<file path="src/rtl/pi_loop_filter.sv">
// Early/late phase-detector loop filter that emits one-cycle advance/retard pulses.
// Random-walk or PI counter drive, saturating integral (frequency word), holdoff and lock.
module pi_loop_filter #(
    parameter int COUNT_W     = 12,
    parameter int THRESHOLD   = 64,
    parameter int INT_W       = 16,
    parameter int KP          = 4,
    parameter int KI          = 1,
    parameter int INT_SHIFT   = 4,
    parameter int HOLDOFF     = 8,
    parameter int LOCK_CYCLES = 1024
) (
    input  logic                    clk_i,
    input  logic                    reset_i,
    input  logic                    clear_i,
    input  logic                    mode_i,
    input  logic                    forwarding_i,
    input  logic                    slowing_i,
    output logic                    positiveShift_o,
    output logic                    negativeShift_o,
    output logic signed [INT_W-1:0] freq_word_o,
    output logic                    lock_o
);

    // Arithmetic runs two bits wider than either state register so the threshold
    // compare stays exact even when a large integral term pushes past the counter range.
    localparam int SW   = ((COUNT_W > INT_W) ? COUNT_W : INT_W) + 2;
    localparam int HO_W = (HOLDOFF > 0) ? $clog2(HOLDOFF + 1) : 1;
    localparam int LK_W = $clog2(LOCK_CYCLES + 1);

    localparam logic signed [SW-1:0] ONE_S    = SW'(1);
    localparam logic signed [SW-1:0] KP_S     = SW'(KP);
    localparam logic signed [SW-1:0] KI_S     = SW'(KI);
    localparam logic signed [SW-1:0] TH_S     = SW'(THRESHOLD);
    localparam logic signed [SW-1:0] NEG_TH_S = -TH_S;
    localparam logic signed [SW-1:0] INT_MAX  = SW'((64'sd1 <<< (INT_W - 1)) - 64'sd1);
    localparam logic signed [SW-1:0] INT_MIN  = -INT_MAX;
    localparam logic [HO_W-1:0]      HO_INIT  = HO_W'(HOLDOFF);
    localparam logic [LK_W-1:0]      LK_MAX   = LK_W'(LOCK_CYCLES);

    typedef enum logic [1:0] {
        DIR_NONE,
        DIR_UP,
        DIR_DOWN
    } dir_e;

    logic signed [COUNT_W-1:0] cnt_q, cnt_d;
    logic signed [INT_W-1:0]   int_q, int_d;
    logic [HO_W-1:0]           ho_q, ho_d;
    logic [LK_W-1:0]           lock_cnt_q, lock_cnt_d;
    logic                      pos_q, pos_d;
    logic                      neg_q, neg_d;

    dir_e                      dir;
    logic signed [SW-1:0]      int_ext;
    logic signed [SW-1:0]      int_term;
    logic signed [SW-1:0]      int_sum;
    logic signed [SW-1:0]      cnt_ext;
    logic signed [SW-1:0]      step;
    logic signed [SW-1:0]      cnt_next;

    always_comb begin
        dir = DIR_NONE;
        if (forwarding_i && !slowing_i) begin
            dir = DIR_UP;
        end else if (slowing_i && !forwarding_i) begin
            dir = DIR_DOWN;
        end
    end

    // The counter step always uses the integral value from before this edge's update.
    always_comb begin
        int_ext  = {{(SW-INT_W){int_q[INT_W-1]}}, int_q};
        cnt_ext  = {{(SW-COUNT_W){cnt_q[COUNT_W-1]}}, cnt_q};
        int_term = int_ext >>> INT_SHIFT;

        int_sum = int_ext;
        case (dir)
            DIR_UP:   int_sum = int_ext + KI_S;
            DIR_DOWN: int_sum = int_ext - KI_S;
            default:  ;
        endcase

        step = '0;
        if (mode_i) begin
            case (dir)
                DIR_UP:   step = int_term + KP_S;
                DIR_DOWN: step = int_term - KP_S;
                default:  step = int_term;
            endcase
        end else begin
            case (dir)
                DIR_UP:   step = ONE_S;
                DIR_DOWN: step = -ONE_S;
                default:  step = '0;
            endcase
        end
    end

    always_comb begin
        // NOTE: every output of this block gets a default first so no path can infer a latch.
        cnt_next   = cnt_ext + step;
        cnt_d      = cnt_q;
        ho_d       = ho_q;
        pos_d      = 1'b0;
        neg_d      = 1'b0;
        int_d      = '0;
        lock_cnt_d = lock_cnt_q;

        if (clear_i) begin
            cnt_d = '0;
            ho_d  = '0;
        end else if (ho_q != '0) begin
            // Clamping during holdoff leaves a saturated counter ready to fire once it ends.
            if (cnt_next > TH_S) begin
                cnt_d = TH_S[COUNT_W-1:0];
            end else if (cnt_next < NEG_TH_S) begin
                cnt_d = NEG_TH_S[COUNT_W-1:0];
            end else begin
                cnt_d = cnt_next[COUNT_W-1:0];
            end
            ho_d = ho_q - HO_W'(1);
        end else if (cnt_next >= TH_S) begin
            pos_d = 1'b1;
            cnt_d = '0;
            ho_d  = HO_INIT;
        end else if (cnt_next <= NEG_TH_S) begin
            neg_d = 1'b1;
            cnt_d = '0;
            ho_d  = HO_INIT;
        end else begin
            cnt_d = cnt_next[COUNT_W-1:0];
        end

        if (!clear_i && mode_i) begin
            if (int_sum > INT_MAX) begin
                int_d = INT_MAX[INT_W-1:0];
            end else if (int_sum < INT_MIN) begin
                int_d = INT_MIN[INT_W-1:0];
            end else begin
                int_d = int_sum[INT_W-1:0];
            end
        end

        if (clear_i || pos_d || neg_d) begin
            lock_cnt_d = '0;
        end else if (lock_cnt_q != LK_MAX) begin
            lock_cnt_d = lock_cnt_q + LK_W'(1);
        end
    end

    always_ff @(posedge clk_i or posedge reset_i) begin
        if (reset_i) begin
            cnt_q      <= '0;
            int_q      <= '0;
            ho_q       <= '0;
            lock_cnt_q <= '0;
            pos_q      <= 1'b0;
            neg_q      <= 1'b0;
        end else begin
            // NOTE: non-blocking assignments so every flop samples pre-edge values.
            cnt_q      <= cnt_d;
            int_q      <= int_d;
            ho_q       <= ho_d;
            lock_cnt_q <= lock_cnt_d;
            pos_q      <= pos_d;
            neg_q      <= neg_d;
        end
    end

    assign positiveShift_o = pos_q;
    assign negativeShift_o = neg_q;
    assign freq_word_o     = int_q;
    assign lock_o          = (lock_cnt_q == LK_MAX);

endmodule

</file>
<file path="config.mk">
export PLATFORM = sky130hd
export DESIGN_NAME = pi_loop_filter
export DESIGN_NICKNAME = d
export VERILOG_FILES = /design/src/rtl/pi_loop_filter.sv
export SDC_FILE = /design/constraint.sdc
export NUM_CORES = 1
export LEC_CHECK = 0
export BUFFER_PORTS_ARGS = -buffer_cell sky130_fd_sc_hd__clkbuf_2
export CORE_MARGIN = 3
export CORE_UTILIZATION = 63
export DETAILED_ROUTE_END_ITERATION = 8
export PLACE_DENSITY = 0.86
export SETUP_SLACK_MARGIN = 0.05
export SKIP_LAST_GASP = 1
export SYNTH_ARGS = -nofsm -noshare
export SYNTH_HDL_FRONTEND = slang
export SYNTH_SLANG_ARGS = --single-unit
</file>
<file path="constraint.sdc">
create_clock -name clk_i -period 7.3 [get_ports clk_i]
set_clock_uncertainty 0.2 [all_clocks]
set_input_delay 1.46 -clock clk_i [delete_from_list [all_inputs] [get_ports clk_i]]
set_output_delay 1.46 -clock clk_i [all_outputs]
set_load 0.005 [all_outputs]
</file>
==> results.py <==
metrics = {
    "clock_network": {
        "cts_tree": "built",
        "post_cts_buffers": 0,
        "hold_buffers": 0,
        "numClockSinks": 45,
        "clock_latency_ps": 290,
        "htreeDepth": 2,
        "path_clk_slew_ps": 90,
        "ctsLongestPathBuffers": 2,
        "cts_resized": 0,
        "root_buffer": "clkbuf_8",
        "numCtsBuffers": 5,
    },
    "synth": {
        "syn_area_sq_mm": 0.004788,
        "synthCells": 626,
        "synth.top_cells.by_count": "63 x nor2_1, 56 x a21oi_1, 48 x nand2_1, 45 x dfrtp_1, 45 x o21ai_0",
        "syn-num-nets": 655,
        "synth_ff_type": "dfrtp_1",
        "ys_warn_count": 0,
        "synth-seq-cells": 45,
        "synth.top_cell.area_share_pct": 23.52,
        "yosys-top-cells-area": "dfrtp_1 24%, xnor2_1 6.2%, a21oi_1 5.9%",
        "seq_area_frac_synth_pct": 23.52,
        "yosysMostFrequentCell": "nor2_1",
        "yosysTopAreaCell": "dfrtp_1",
        "async_flop_share_pct": 100.0,
        "synth_edf_count": 0,
        "synth_area_per_cell_sq_um": 7.649,
        "yosysUniqueCellTypes": 82,
    },
    "global_routing": {
        "grt_max_degree": 46,
        "grt_pass1_wl_um": 21490,
        "use_met2_pct": 50.15,
        "antenna_found_initial": 0,
        "grt_busiest_layer": "met2",
        "grt_util_met1_pct": 40.20,
        "grt_pass1_vias": 4465,
        "grt_usage_pct": 30.06,
        "met3_usage_pct": 3.218,
        "overflow": 0,
    },
    "routing": {
        "drt-total-wl_um": 12990,
        "drt-initial-drc-count": 333,
        "wl_per_cell_um": 18.03,
        "antenna_left": 0,
        "dr.pass1.iters": 6,
        "route.detailed.drc": 0,
        "viasPerCell": 6.664,
        "num_vias": 4798,
    },
    "setup_path": {
        "cp_max_fo": 37,
        "cp_slowest_cell": "or4_4",
        "cp-start-kind": "input pin",
        "path_common_cell": "a21oi_1",
        "path_cells": "clkbuf_2 -> inv_1 -> ha_1 -> buf_4 -> clkinv_1 -> buf_4 -> o21ai_0 -> a21boi_0 -> o21ai_1 -> a21boi_0 -> xnor2_1 -> o211a_1 -> nor3_1 -> ha_1 -> a21oi_1 -> a21oi_1 -> a21oi_1 -> o21ai_0 -> or4_4 -> nor4b_4 -> a211o_2 -> o311ai_4 -> nor4b_1",
        "arrival_ps": 6640,
        "cp_num_buf_inv": 5,
        "path_class": "input pin to flop",
        "cpPeakStageDelay_ps": 440,
        "crit_family": "compound AO/OA/AOI/OAI gates",
        "cp-end-kind": "flop",
        "worstPathRequired_ps": 7290,
    },
    "timing": {
        "worst_pin_slew_ps": 990.1,
        "max_freq_mhz": 150.4,
        "setup_viol": 0,
        "slew_headroom_pct": 33.84,
        "final_hold_viol_count": 0,
        "min_period_over_period_pct": 91.07,
        "maxSlewViolCount": 0,
        "rsz0062_at_grt": "no",
        "min_period_ps": 6648,
        "finalSetupTns_ps": 0,
    },
    "floorplan": {
        "dieArea_sq_mm": 0.008683,
        "fp.dieW_um": 93.18,
        "start_util_pct": 65.32,
        "die_h_um": 93.18,
        "ios": 25,
        "rows": 31,
        "core_area_sq_mm": 0.007331,
    },
    "job": {
        "drv_cap": 0,
    },
    "place": {
        "place_congestion": 0.9760,
        "dpl_cell_area_sq_mm": 0.004901,
        "hpwl_um": 9627,
        "dp.cells": 712,
        "io_buffers": 24,
    },
    "power_and_ir_drop": {
        "p_int_uw": 702.8,
        "clockPowerShare_pct": 14.3,
        "peakVddDrop_uv": 192.9,
        "finalPower_uw": 1324,
        "p_leak_uw": 0.002066,
        "switching_share_pct": 46.92,
        "seq_power_share_pct": 27.0,
        "power_per_cell_area_mw_per_mm2": 264.0,
        "p_sw_uw": 621.2,
        "p_comb_share_pct": 58.7,
    },
    "cells_and_area": {
        "antenna_cells": 0,
        "drive_above_1_share_pct": 10.47,
        "utilization_pct": 68.42,
        "postLayoutCellArea_sq_mm": 0.005016,
        "nets": 649,
        "area.growth.synth_to_final_pct": 4.756,
        "final_cells": 720,
    },
    "run_status": {
        "status": "complete, no violations",
    },
    "min_path": {
        "holdCritPathClass": "flop to flop",
    },
}
==> cell type report <==
cell class                      instances  area [sq um]
Timing Repair Buffer                   33         187.7
Multi-Input combinational cell        509          3366
Inverter                               26         97.59
Tap cell                               99         123.9
Fill cell                             592          2315
Clock inverter                          3         46.29
Sequential cell                        45          1126
Clock buffer                            5         68.82
==> cell families after synthesis <==
group,after synthesis,synth area share [%]
flip-flops,45,23.52
AND/OR/NAND/NOR,232,26.16
XOR/XNOR,49,8.963
adder cells (fa/ha/maj),23,6.167
multiplexers,6,1.307
AO/OA/AOI/OAI,199,27.70
buffers and inverters,72,6.193
==> power groups by stage <==
| stage | registers (uW) | clock network, uW | logic, uW |
|---|---|---|---|
| 2_1_floorplan | 329 | 0 | 632 |
| 3_3_place_gp | 358 | 0 | 742 |
| 3_5_place_dp | 361 | 0 | 758 |
| 4_1_cts | 356 | 190 | 762 |
| 5_1_grt | 365 | 200 | 852 |
| 6_report | 357 | 189 | 778 |
==> state kept, by name, indices dropped and copies added, names as in the netlist <==
signal	count
positiveShift_o	1
cnt_q	12
negativeShift_o	1
lock_cnt_q	11
freq_word_o	16
ho_q	4
==> worst paths after layout <==
path	end	cells past startpoint	slack, ps	startpoint
min in group asynchronous	lock_cnt_q[2]$_DFFE_PP0P_	2	1150	reset_i
max	cnt_q[0]$_DFF_PP0_	23	650	forwarding_i
min reg2reg	ho_q[0]$_DFFE_PP0P_	1	350	ho_q[0]$_DFFE_PP0P_
min	ho_q[0]$_DFFE_PP0P_	1	350	ho_q[0]$_DFFE_PP0P_
max reg2reg	cnt_q[0]$_DFF_PP0_	20	1540	freq_word_o[6]$_DFF_PP0_
max in group asynchronous	freq_word_o[2]$_DFF_PP0_	2	5170	reset_i
==> through the flow <==
step	hold WS, ps	setup WS [ps]
4_1_cts	350.3	715.5
3_5_place_dp	330.1	414.9
2_1_floorplan	271.5	79.47
3_3_place_gp	299.3	483.6
6_report	352.7	652.1
5_1_grt	377.0	193.1
==> layer usage <==
metal  part of all wire (%)  up-vias
met5                      0        -
met4                    3.5        0
met3                    7.2       52
met2                     47      265
met1                     42     2216
li1                       -     2265
==> placed cells by master (no fill, tap or decap), drive strengths merged, types with 8 or more instances in the layout <==
| cell type | synthesis | layout |
|---|---|---|
| nand3 | 15 | 15 |
| nor3b | 14 | 14 |
| xnor2 | 34 | 34 |
| o21ai | 47 | 47 |
| or3 | 8 | 8 |
| ha | 22 | 22 |
| and3 | 8 | 8 |
| nor2 | 63 | 63 |
| inv | 25 | 25 |
| nand4 | 10 | 10 |
| nand2 | 48 | 48 |
| a21oi | 57 | 57 |
| dfrtp | 45 | 45 |
| nor3 | 13 | 13 |
| clkbuf | 30 | 29 |
| buf | 16 | 9 |
| xor2 | 15 | 15 |
No activity file was read; power rests on OpenSTA's default activity.
